==> src/rtl/g711_expand.sv <==
// G.711 A-law/u-law expander to 13-bit sign-magnitude; G711_EXPAND_TWOS_EN adds out_lin two's-complement output.
// Latency: two register stages (capture, magnitude); one sample per cycle.
// Backpressure: lossless; in_ready depends only on registered valids and out_ready.
module g711_expand (
    input  logic        clk,
    input  logic        reset_n,
    input  logic        law,
    input  logic        in_valid,
    output logic        in_ready,
    input  logic [7:0]  in_code,
    output logic        out_valid,
    input  logic        out_ready,
    output logic        out_sign,
`ifdef G711_EXPAND_TWOS_EN
    output logic [12:0] out_mag,
    output logic [13:0] out_lin
`else
    output logic [12:0] out_mag
`endif
);

    typedef struct packed {
        logic       law;
        logic       sign;
        logic [2:0] seg;
        logic [3:0] q;
    } s1_t;

    s1_t        s1_d;
    s1_t        s1_q;
    logic       v1;
    logic       v2;
    logic       adv1;
    logic       adv2;
    logic [7:0] x;
    logic [13:0] base;
    logic [13:0] seeded;
    logic [13:0] mag_w;

    assign adv2      = !v2 || out_ready;
    assign adv1      = !v1 || adv2;
    assign in_ready  = adv1;
    assign out_valid = v2;

    // Undo the line inversion: A-law toggles even bits, u-law inverts all bits.
    always_comb begin
        x         = in_code ^ (law ? 8'hD5 : 8'hFF);
        s1_d      = '0;
        s1_d.law  = law;
        s1_d.sign = x[7];
        s1_d.seg  = x[6:4];
        s1_d.q    = x[3:0];
    end

    always_ff @(posedge clk or negedge reset_n) begin
        if (!reset_n) begin
            v1   <= 1'b0;
            s1_q <= '0;
        end else if (adv1) begin
            v1 <= in_valid;
            if (in_valid) begin
                s1_q <= s1_d;
            end
        end
    end

    // Largest intermediate is 63 << 7 = 8064, so the result never needs saturation.
    always_comb begin
        base   = {9'd0, s1_q.q, 1'b1};
        seeded = base + 14'd32;
        mag_w  = '0;
        if (s1_q.law) begin
            if (s1_q.seg == 3'd0) begin
                mag_w = base;
            end else begin
                mag_w = seeded << (s1_q.seg - 3'd1);
            end
        end else begin
            mag_w = (seeded << s1_q.seg) - 14'd33;
        end
    end

`ifdef G711_EXPAND_TWOS_EN
    logic [13:0] lin_w;

    // A zero magnitude negates to zero, which folds u-law negative zero onto 0.
    always_comb begin
        lin_w = s1_q.sign ? (14'd0 - mag_w) : mag_w;
    end
`endif

    always_ff @(posedge clk or negedge reset_n) begin
        if (!reset_n) begin
            v2       <= 1'b0;
            out_sign <= 1'b0;
            out_mag  <= '0;
`ifdef G711_EXPAND_TWOS_EN
            out_lin  <= '0;
`endif
        end else if (adv2) begin
            v2 <= v1;
            if (v1) begin
                out_sign <= s1_q.sign;
                out_mag  <= 13'(mag_w);
`ifdef G711_EXPAND_TWOS_EN
                out_lin  <= lin_w;
`endif
            end
        end
    end

endmodule
==> config.mk <==
export PLATFORM = sky130hd
export DESIGN_NAME = g711_expand
export DESIGN_NICKNAME = d
export VERILOG_FILES = /design/src/rtl/g711_expand.sv
export SDC_FILE = /design/constraint.sdc
export NUM_CORES = 1
export LEC_CHECK = 0
export BUFFER_PORTS_ARGS = -buffer_cell sky130_fd_sc_hd__clkbuf_2
export CAP_MARGIN = 20
export CORE_MARGIN = 3
export CORE_UTILIZATION = 60
export CTS_CLUSTER_DIAMETER = 200
export DETAILED_ROUTE_END_ITERATION = 7
export GPL_TIMING_DRIVEN = 0
export PLACE_DENSITY = 0.83
export SYNTH_ARGS = -nofsm -noshare
export SYNTH_HDL_FRONTEND = slang
export SYNTH_SLANG_ARGS = --single-unit
==> constraint.sdc <==
create_clock -name clk -period 6.3 [get_ports clk]
set_input_delay 0.63 -clock clk [delete_from_list [all_inputs] [get_ports clk]]
set_output_delay 0.63 -clock clk [all_outputs]
set_load 0.005 [all_outputs]
# Word level (Yosys, flattened, before mapping)
# Cells that the tools add are included.
dict set report totals {
  ram_bits 0
  input_bits 13
  out_inout_bits 16
  regBits 25
  latch_bits 0
  memories 0
  elab_cells 24
  mem_bits_ro 0
}
dict set report classes {
  reduce_logical 7
  multipliers 0
  div_mod_pow 0
  shifts 2
  n_eq_ne 0
  muxes 3
  n_addsub 3
  bitwise_logic 1
  magnitude_cmp 0
}
# operator n
set op_table {}
lappend op_table {{two-way mux 13 bit} 2}
lappend op_table {{<< shifter 7 x 3 -> 13 bit} 2}
lappend op_table {{subtractor 13 x 6 -> 13 bit, second input constant} 1}
lappend op_table {{XOR 8 bit} 1}
lappend op_table {{adder 5 x 6 -> 7 bit, second input constant} 1}
lappend op_table {{two-way mux 6 bit} 1}
lappend op_table {{AND reduction 2 bit} 2}
lappend op_table {{logical NOT 3 bit} 1}
lappend op_table {{subtractor 3 x 1 -> 3 bit, second input constant} 1}
lappend op_table {{logical NOT 1 bit} 2}
lappend op_table {{logical OR 1 bit} 2}

# Depth between registers and ports, before layout
# Gate-level depths: netlist of the first run.
dict set report logic_depth {
  depth_word 4
  mapped_depth 12
}

# Worst setup path before layout of the first run
# OpenSTA, ideal clock, no wires.
dict set report synth_path {
  path_type {register to register}
  from {register s1_q[4] in the netlist's numbering}
  to {register out_mag[6]}
  period_less_slack_ns 2.499
  stages_incl_launch_ff 13
  slack_ns 3.801
  setup_time_ns 0.077
  arrival_ns 2.421
  cell_sequence {dfrtp_1 > buf_6 > inv_1 > ha_1 > ha_1 > buf_2 > inv_1 > ha_1 > nand3b_1 > o21a_1 > and3_1 > or3_1 > a21oi_1}
}
dict set report synth_between {
  elab_chain_cells 4
}
# item line
set synth_lines {}
lappend synth_lines {{from (decl)} 30} ;# s1_t s1_q;
lappend synth_lines {{from (signal assigned)} 58} ;# s1_q <= '0;
lappend synth_lines {{from (signal assigned)} 62} ;# s1_q <= s1_d;
lappend synth_lines {{parallel branches: the longest is 3 deep, another holds subtractor 13 x 6 -> 13 bit} --}
lappend synth_lines {{two-way mux 13 bit *} 72} ;# if (s1_q.law) begin
lappend synth_lines {{to (signal assigned)} 104} ;# out_mag <= 13'(mag_w);
lappend synth_lines {{to (decl)} 18} ;# output logic [12:0] out_mag
# Every way passes the cells marked *.
# A chain may end at the register's enable or synchronous reset.

# Worst setup path in the final report of the first run
dict set report layout_path {
  from {register s1_q[4] in the netlist's numbering}
  to {register out_mag[8]}
}
# Same word-level chain as after synthesis.

==> impl_results.md, run 1 <==
* # diodes at 0
* Seq/Total Area, Yosys at 0.310
* Starting Density at 0.644
* Status: finished, final reports clean
* Commonest non-fill, non-tap cell in the layout: nand2_1
* Die Y at 64.0 um
* CTS resizes at 0
* # IOs at 29
* Crit path largest cell delay at 480 ps
* WL per Instance at 16.1 um
* Worst Setup Start Kind: flop
* Max Slew Vio Count at 0
* Setup bufs post-CTS at 0
* Synth Warn # at 0
* Tot GR Track Use at 0.279
* Post-synthesis net count at 265
* Leakage power at 1.01 nW
* Post-route ant nets at 0
* Final worst slack at 3220 ps
* Crit Path Category: reg2reg
* Crit. End Element: flop
* WP buf/inv at 4
* Largest net degree at the start of global routing at 26
* Initial antenna violation count at 0
* CP cell instances: buf_6 > inv_1 > ha_1 > ha_1 > buf_2 > inv_1 > ha_1 > nand4_1 > o21ai_0 > a41oi_1 > o211ai_1 > a31oi_1
* Clock transition at path regs at 140 ps
* CTS Root Cell: clkbuf_4
* Power Density at 301 mW/mm2
* Die width at 64.0 um
* Vias at 2019
* Most frequent cells in the layout: 31 x nand2_1, 28 x clkbuf_2, 25 x dfrtp_1
* # H-tree levels at 1
* Inserted Clock Buffers at 3
* Synth top area cells: dfrtp_1 31%, nand2_1 5.8%, o21ai_0 5.5%, mux2i_1 4.5%, a21oi_1 4.2%
* Inst Count DP at 318
* Die Footprint at 0.00409 mm2
* Vias in the first global route at 1846
* Fin cells at 322
* Layout cells sized above 1 at 0.194
* Detailed-placement wirelength estimate at 3960 um
* Worst Hold Class: in2async
* Syn_area_per_cell at 8.19 um2
* Post-synth EDFFs at 0
* Most used cell, CP: ha_1
* Final min period at 3080 ps
* Area leader, netlist: dfrtp_1
* Pre-CTS WS at 3350 ps
* Max Root-Sink Buffers at 2
* Mapped Area at 0.00202 mm2
* CORE AREA at 0.00313 mm2
* Max cap viols at 0
* Fmax at 0.324 GHz
* Family with the most delay on the worst path: adder cells
* First-pass GRT wire length at 8960 um
* Post-Route WL at 5200 um
* Setup TNS at 0 ps
* Ys async rst share at 1.00
* Fin. Hold Viols at 0
* Post-route cell area at 0.00224 mm2
* TritonRoute pass-1 iters at 5
* Slew headroom at 0.593
* Crit share post-route at 0.490
* Library cells used by synthesis at 52
* Final setup vio count at 0
* Grt ovf at 0
* CTS Hold Bufs at 0
* DP Area at 0.00221 mm2
* Critical-path top delay cell: dfrtp_1
* Remaining DRCs at 0
* Iteration-0 DRC count of the detailed router at 185
* CP required at 6570 ps
* Avg Vias per Cell at 6.27
* FF+latch count, synth at 25
* Worst path arrival time at 3350 ps
* Synth top area share at 0.310
* Clk_skew at 2.85 ps
* Num Clock Sinks at 25
* Ys flop type: dfrtp_1
* Later-pin clock latency in the skew report at 330 ps
* Pwr Total at 0.675 mW
* IO buf count at 28
* Measured slew at the worst slew-check pin at 611 ps
* Nets at 298
* RSZ-0062 raised after global routing: no
* CTS tree: yes
* Synth-to-Final Area Change at 11.2%
* Worst-path maximum fanout at 10
* Site Rows at 20
* Post-Syn Instances at 246
* Max VDD drop at 0.000165 V
* Gpl congestion at 0.948
-- power by group --
group / total (mW) / internal [mW] / switching (mW)
clock network: 0.0766 / 0.0244 / 0.0523
registers: 0.222 / 0.199 / 0.0228
logic: 0.377 / 0.154 / 0.223
-- synthesized netlist by cell type (5+ instances only) --
master / number
ha_1: 6
clkbuf_1: 9
o211ai_1: 7
nand2_1: 31
a21oi_1: 17
nand3_1: 5
nand2b_1: 8
inv_1: 7
dfrtp_1: 25
buf_2: 8
o21ai_0: 22
nor2_1: 19
mux2i_1: 9
xor2_1: 5
-- worst paths after layout --
path / from / end / slack [ps] / cells after the start
worst max-delay path: s1_q[4] / out_mag[8] / 3220 / 12
worst min-delay path: reset_n / base[1] / 270 / 1
worst max register to register: s1_q[4] / out_mag[8] / 3220 / 12
worst min register to register: out_sign / out_sign / 500 / 2
max in group asynchronous: reset_n / out_mag[10] / 5630 / 1
min in group clk: in_code[6] / s1_q[6] / 460 / 2
-- per-layer routing --
layer,GRT usage,part of all wire,wire (um),vias to the layer above
li1,-,-,-,958
met4,0.0970,0.023,120,0
met1,0.386,0.42,2170,926
met3,0.0334,0.085,441,16
met2,0.449,0.47,2460,119
met5,0,0,0,-
-- sequential cells by signal, summed over array words and instances (netlist names) --
name       count
out_mag       13
s1_q           5
base           4
out_sign       1
out_valid      1
v1             1
-- per-stage QoR --
| stage | hold WS, ps | utilization |
|---|---|---|
| floorplan | 334 | - |
| global placement | 461 | 0.707 |
| detailed placement | 470 | 0.707 |
| CTS | 315 | 0.716 |
| global route | 311 | 0.716 |
| finish | 275 | 0.716 |
-- logic make-up (layout without fill, tap and decap cells) --
group,Yosys count,in the layout,synth area share
adders and majority gates,6,6,0.0372
DFF,25,25,0.310
muxes,12,12,0.0633
buffers and inverters,27,59,0.0646
and+or+nand+nor,85,85,0.207
xor gates and xnor gates,8,8,0.0348
AOI/OAI and AO/OA,83,83,0.282
-- layout make-up --
class                   instances  area [um2]
plain buffers                  20         104
clock buffers                   3        22.5
clock inverters                 1        7.51
fillers                       271         887
inverters                       7        26.3
multi-input cells             194        1260
flip-flops and latches         25         626
well taps                      44        55.1
repair buffers                 28         140
Note: power is estimated with default switching activity, not from simulation.
==> run 2: changes to the inputs <==
--- a/config.mk
+++ b/config.mk
@@ -8,11 +8,11 @@
 export BUFFER_PORTS_ARGS = -buffer_cell sky130_fd_sc_hd__clkbuf_2
 export CAP_MARGIN = 20
 export CORE_MARGIN = 3
-export CORE_UTILIZATION = 60
+export CORE_UTILIZATION = 57
 export CTS_CLUSTER_DIAMETER = 200
 export DETAILED_ROUTE_END_ITERATION = 7
 export GPL_TIMING_DRIVEN = 0
-export PLACE_DENSITY = 0.83
+export PLACE_DENSITY = 0.8
 export SYNTH_ARGS = -nofsm -noshare
 export SYNTH_HDL_FRONTEND = slang
 export SYNTH_SLANG_ARGS = --single-unit
==> constraint.sdc (replaced) <==
create_clock -name clk -period 3.1 [get_ports clk]
set_input_delay 0.31 -clock clk [delete_from_list [all_inputs] [get_ports clk]]
set_output_delay 0.31 -clock clk [all_outputs]
set_load 0.005 [all_outputs]
==> run 2 against run 1 <==
Hold slack got worse by 150 ps. Global-route usage fell by 1.4 points. First-iteration DRC count rose by 16%. Die area rose by 4.8%. Via count fell by 0.54%. Clock power rose by 110%. Critical path type unchanged. Largest cell class unchanged. Highest routed layer unchanged.
==> impl_results.md, run 2 (synthesis gave the netlist of run 1 again) <==
* Setup TNS at 0 ps
* Sw frac at 0.446
* Max Root-Sink Buffers at 2
* TritonRoute pass-1 iters at 4
* Leakage power at 1.01 nW
* Post-route ant nets at 0
* IO buf count at 28
* Largest net degree at the start of global routing at 26
* Num Clock Sinks at 25
* Layout cells sized above 1 at 0.204
* Initial antenna violation count at 0
* Worst path arrival time at 3160 ps
* Power Density at 616 mW/mm2
* Vias in the first global route at 1899
* Crit. End Element: flop
* Worst-path maximum fanout at 10
* Fillers at 300
* Die width at 65.5 um
* CP required at 3360 ps
* Status: finished, final reports clean
* P_int at 0.770 mW
* Worst R2R Start: s1_q[4]
* Detailed-placement wirelength estimate at 4010 um
* Reg area at 627 um2
* # IOs at 29
* Max cap viols at 0
* # H-tree levels at 1
* Worst Reg2Reg Path Length in Cells at 12
* Worst hold path cell count at 2
* Final Util at 0.705
* Critical-path top delay cell: dfrtp_2
* Fin. Hold Viols at 0
* HP Start: in_code[4]
* WHS Endpoint: s1_q[4]
* CP cell instances: buf_6 > inv_1 > ha_2 > ha_1 > buf_2 > inv_1 > ha_2 > nand4_1 > o21ai_0 > a41oi_1 > o211ai_1 > a31oi_1
* Starting Density at 0.629
* Iteration-0 DRC count of the detailed router at 215
* Reg power frac at 0.324
* Synth-to-Final Area Change at 12.0%
* Max VDD drop at 0.000355 V
* Measured slew at the worst slew-check pin at 628 ps
* Post-Route WL at 5420 um
* # diodes at 0
* CTS Root Cell: clkbuf_4
* CTS tree: yes
* FF-to-FF setup slack at 210 ps
* Gate power share at 0.559
* Gpl congestion at 0.950
* Commonest non-fill, non-tap cell in the layout: nand2_1
* Nets at 299
* Later-pin clock latency in the skew report at 340 ps
* Crit path largest cell delay at 470 ps
* Vias at 2008
* Clock transition at path regs at 160 ps
* Slew headroom at 0.582
* WP buf/inv at 4
* Net load switching power at 0.619 mW
* Tot GR Track Use at 0.265
* Inserted Clock Buffers at 3
* Crit share post-route at 0.933
* Largest Register: out_mag
* Max reg flops at 13
* Family with the most delay on the worst path: compound AO/OA/AOI/OAI gates
* Final min period at 2890 ps
* Clk pwr share at 0.117
* Clk_skew at 11.6 ps
* Final setup vio count at 0
* Max Slew Vio Count at 0
* CORE AREA at 0.00320 mm2
* Die Footprint at 0.00429 mm2
* Worst R2R End: out_mag[8]
* First-pass GRT wire length at 8810 um
* Site Rows at 20
* Area of the multi-input gates at 0.00126 mm2
* Fmax at 0.346 GHz
* Worst Setup Start Kind: flop
* Worst Hold Class: in2reg
* Most frequent cells in the layout: 31 x nand2_1, 28 x clkbuf_2, 24 x dfrtp_1
* RSZ-0062 raised after global routing: no
* Remaining DRCs at 0
* WL per Instance at 16.8 um
* Avg Vias per Cell at 6.22
* Die Y at 65.5 um
* Crit Path Category: reg2reg
* Grt ovf at 0
run 2: stage by stage:
stage	cells	hold slack, ps	setup slack, ps	area [um2]	power, mW
after floorplan	246	14.4	601	2020	0.991
after global placement	318	362	186	2210	1.20
after detailed placement	318	363	181	2210	1.21
after CTS	323	138	95.9	2250	1.37
after global routing	323	129	90.2	2260	1.49
final	323	129	207	2260	1.39
run 2: final cells by class:
cell class	instances	share of cell area
Clock inverter	1	0.00333
Sequential cell	25	0.278
Multi-Input combinational cell	194	0.560
Tap cell	44	0.0244
Clock buffer	3	0.00998
Buffer	20	0.0460
Timing Repair Buffer	29	0.0665
Inverter	7	0.0116
run 2: metal layers:
metal  vias up  GRT usage  part of all wire  wire length [um]
li1        961          -                 -                 -
met1       932      0.371              0.44              2370
met2        96      0.418              0.46              2480
met3        19     0.0222             0.075               404
met4         0      0.117             0.029               159
met5         -          0                 0                 0
run 2: what timing repair did:
action	CTS	global route
hold buffers	1	0
endpoints found under the setup margin	0	4
gates resized for setup	0	3
buffers inserted	0	0
endpoints found under the hold margin	25	0
run 2: worst reg2reg max path: stages (launching register included):
cell and delay [ps]:
dfrtp_2 470, buf_6 150, inv_1 170, ha_2 300, ha_1 160, buf_2 210, inv_1 160, ha_2 250
nand4_1 220, o21ai_0 170, a41oi_1 240, o211ai_1 130, a31oi_1 190
run 2: how the worst max path moves through the flow:
stage | slack [ps] | from | cells past startpoint | to
after global placement | 190 | s1_q[4] | 12 | out_mag[6]
after detailed placement | 180 | s1_q[4] | 12 | out_mag[6]
final | 210 | s1_q[4] | 12 | out_mag[8]
after CTS | 100 | s1_q[4] | 11 | out_mag[6]
after floorplan | 600 | s1_q[4] | 12 | out_mag[6]
after global routing | 90 | s1_q[4] | 12 | out_mag[10]
run 2: power by group through the flow:
stage | clock [mW] | sequential [mW] | combinational (mW)
finish | 0.163 | 0.450 | 0.776
global route | 0.180 | 0.460 | 0.851
CTS | 0.162 | 0.450 | 0.761
detailed placement | 0 | 0.457 | 0.752
global placement | 0 | 0.452 | 0.744
floorplan | 0 | 0.456 | 0.535
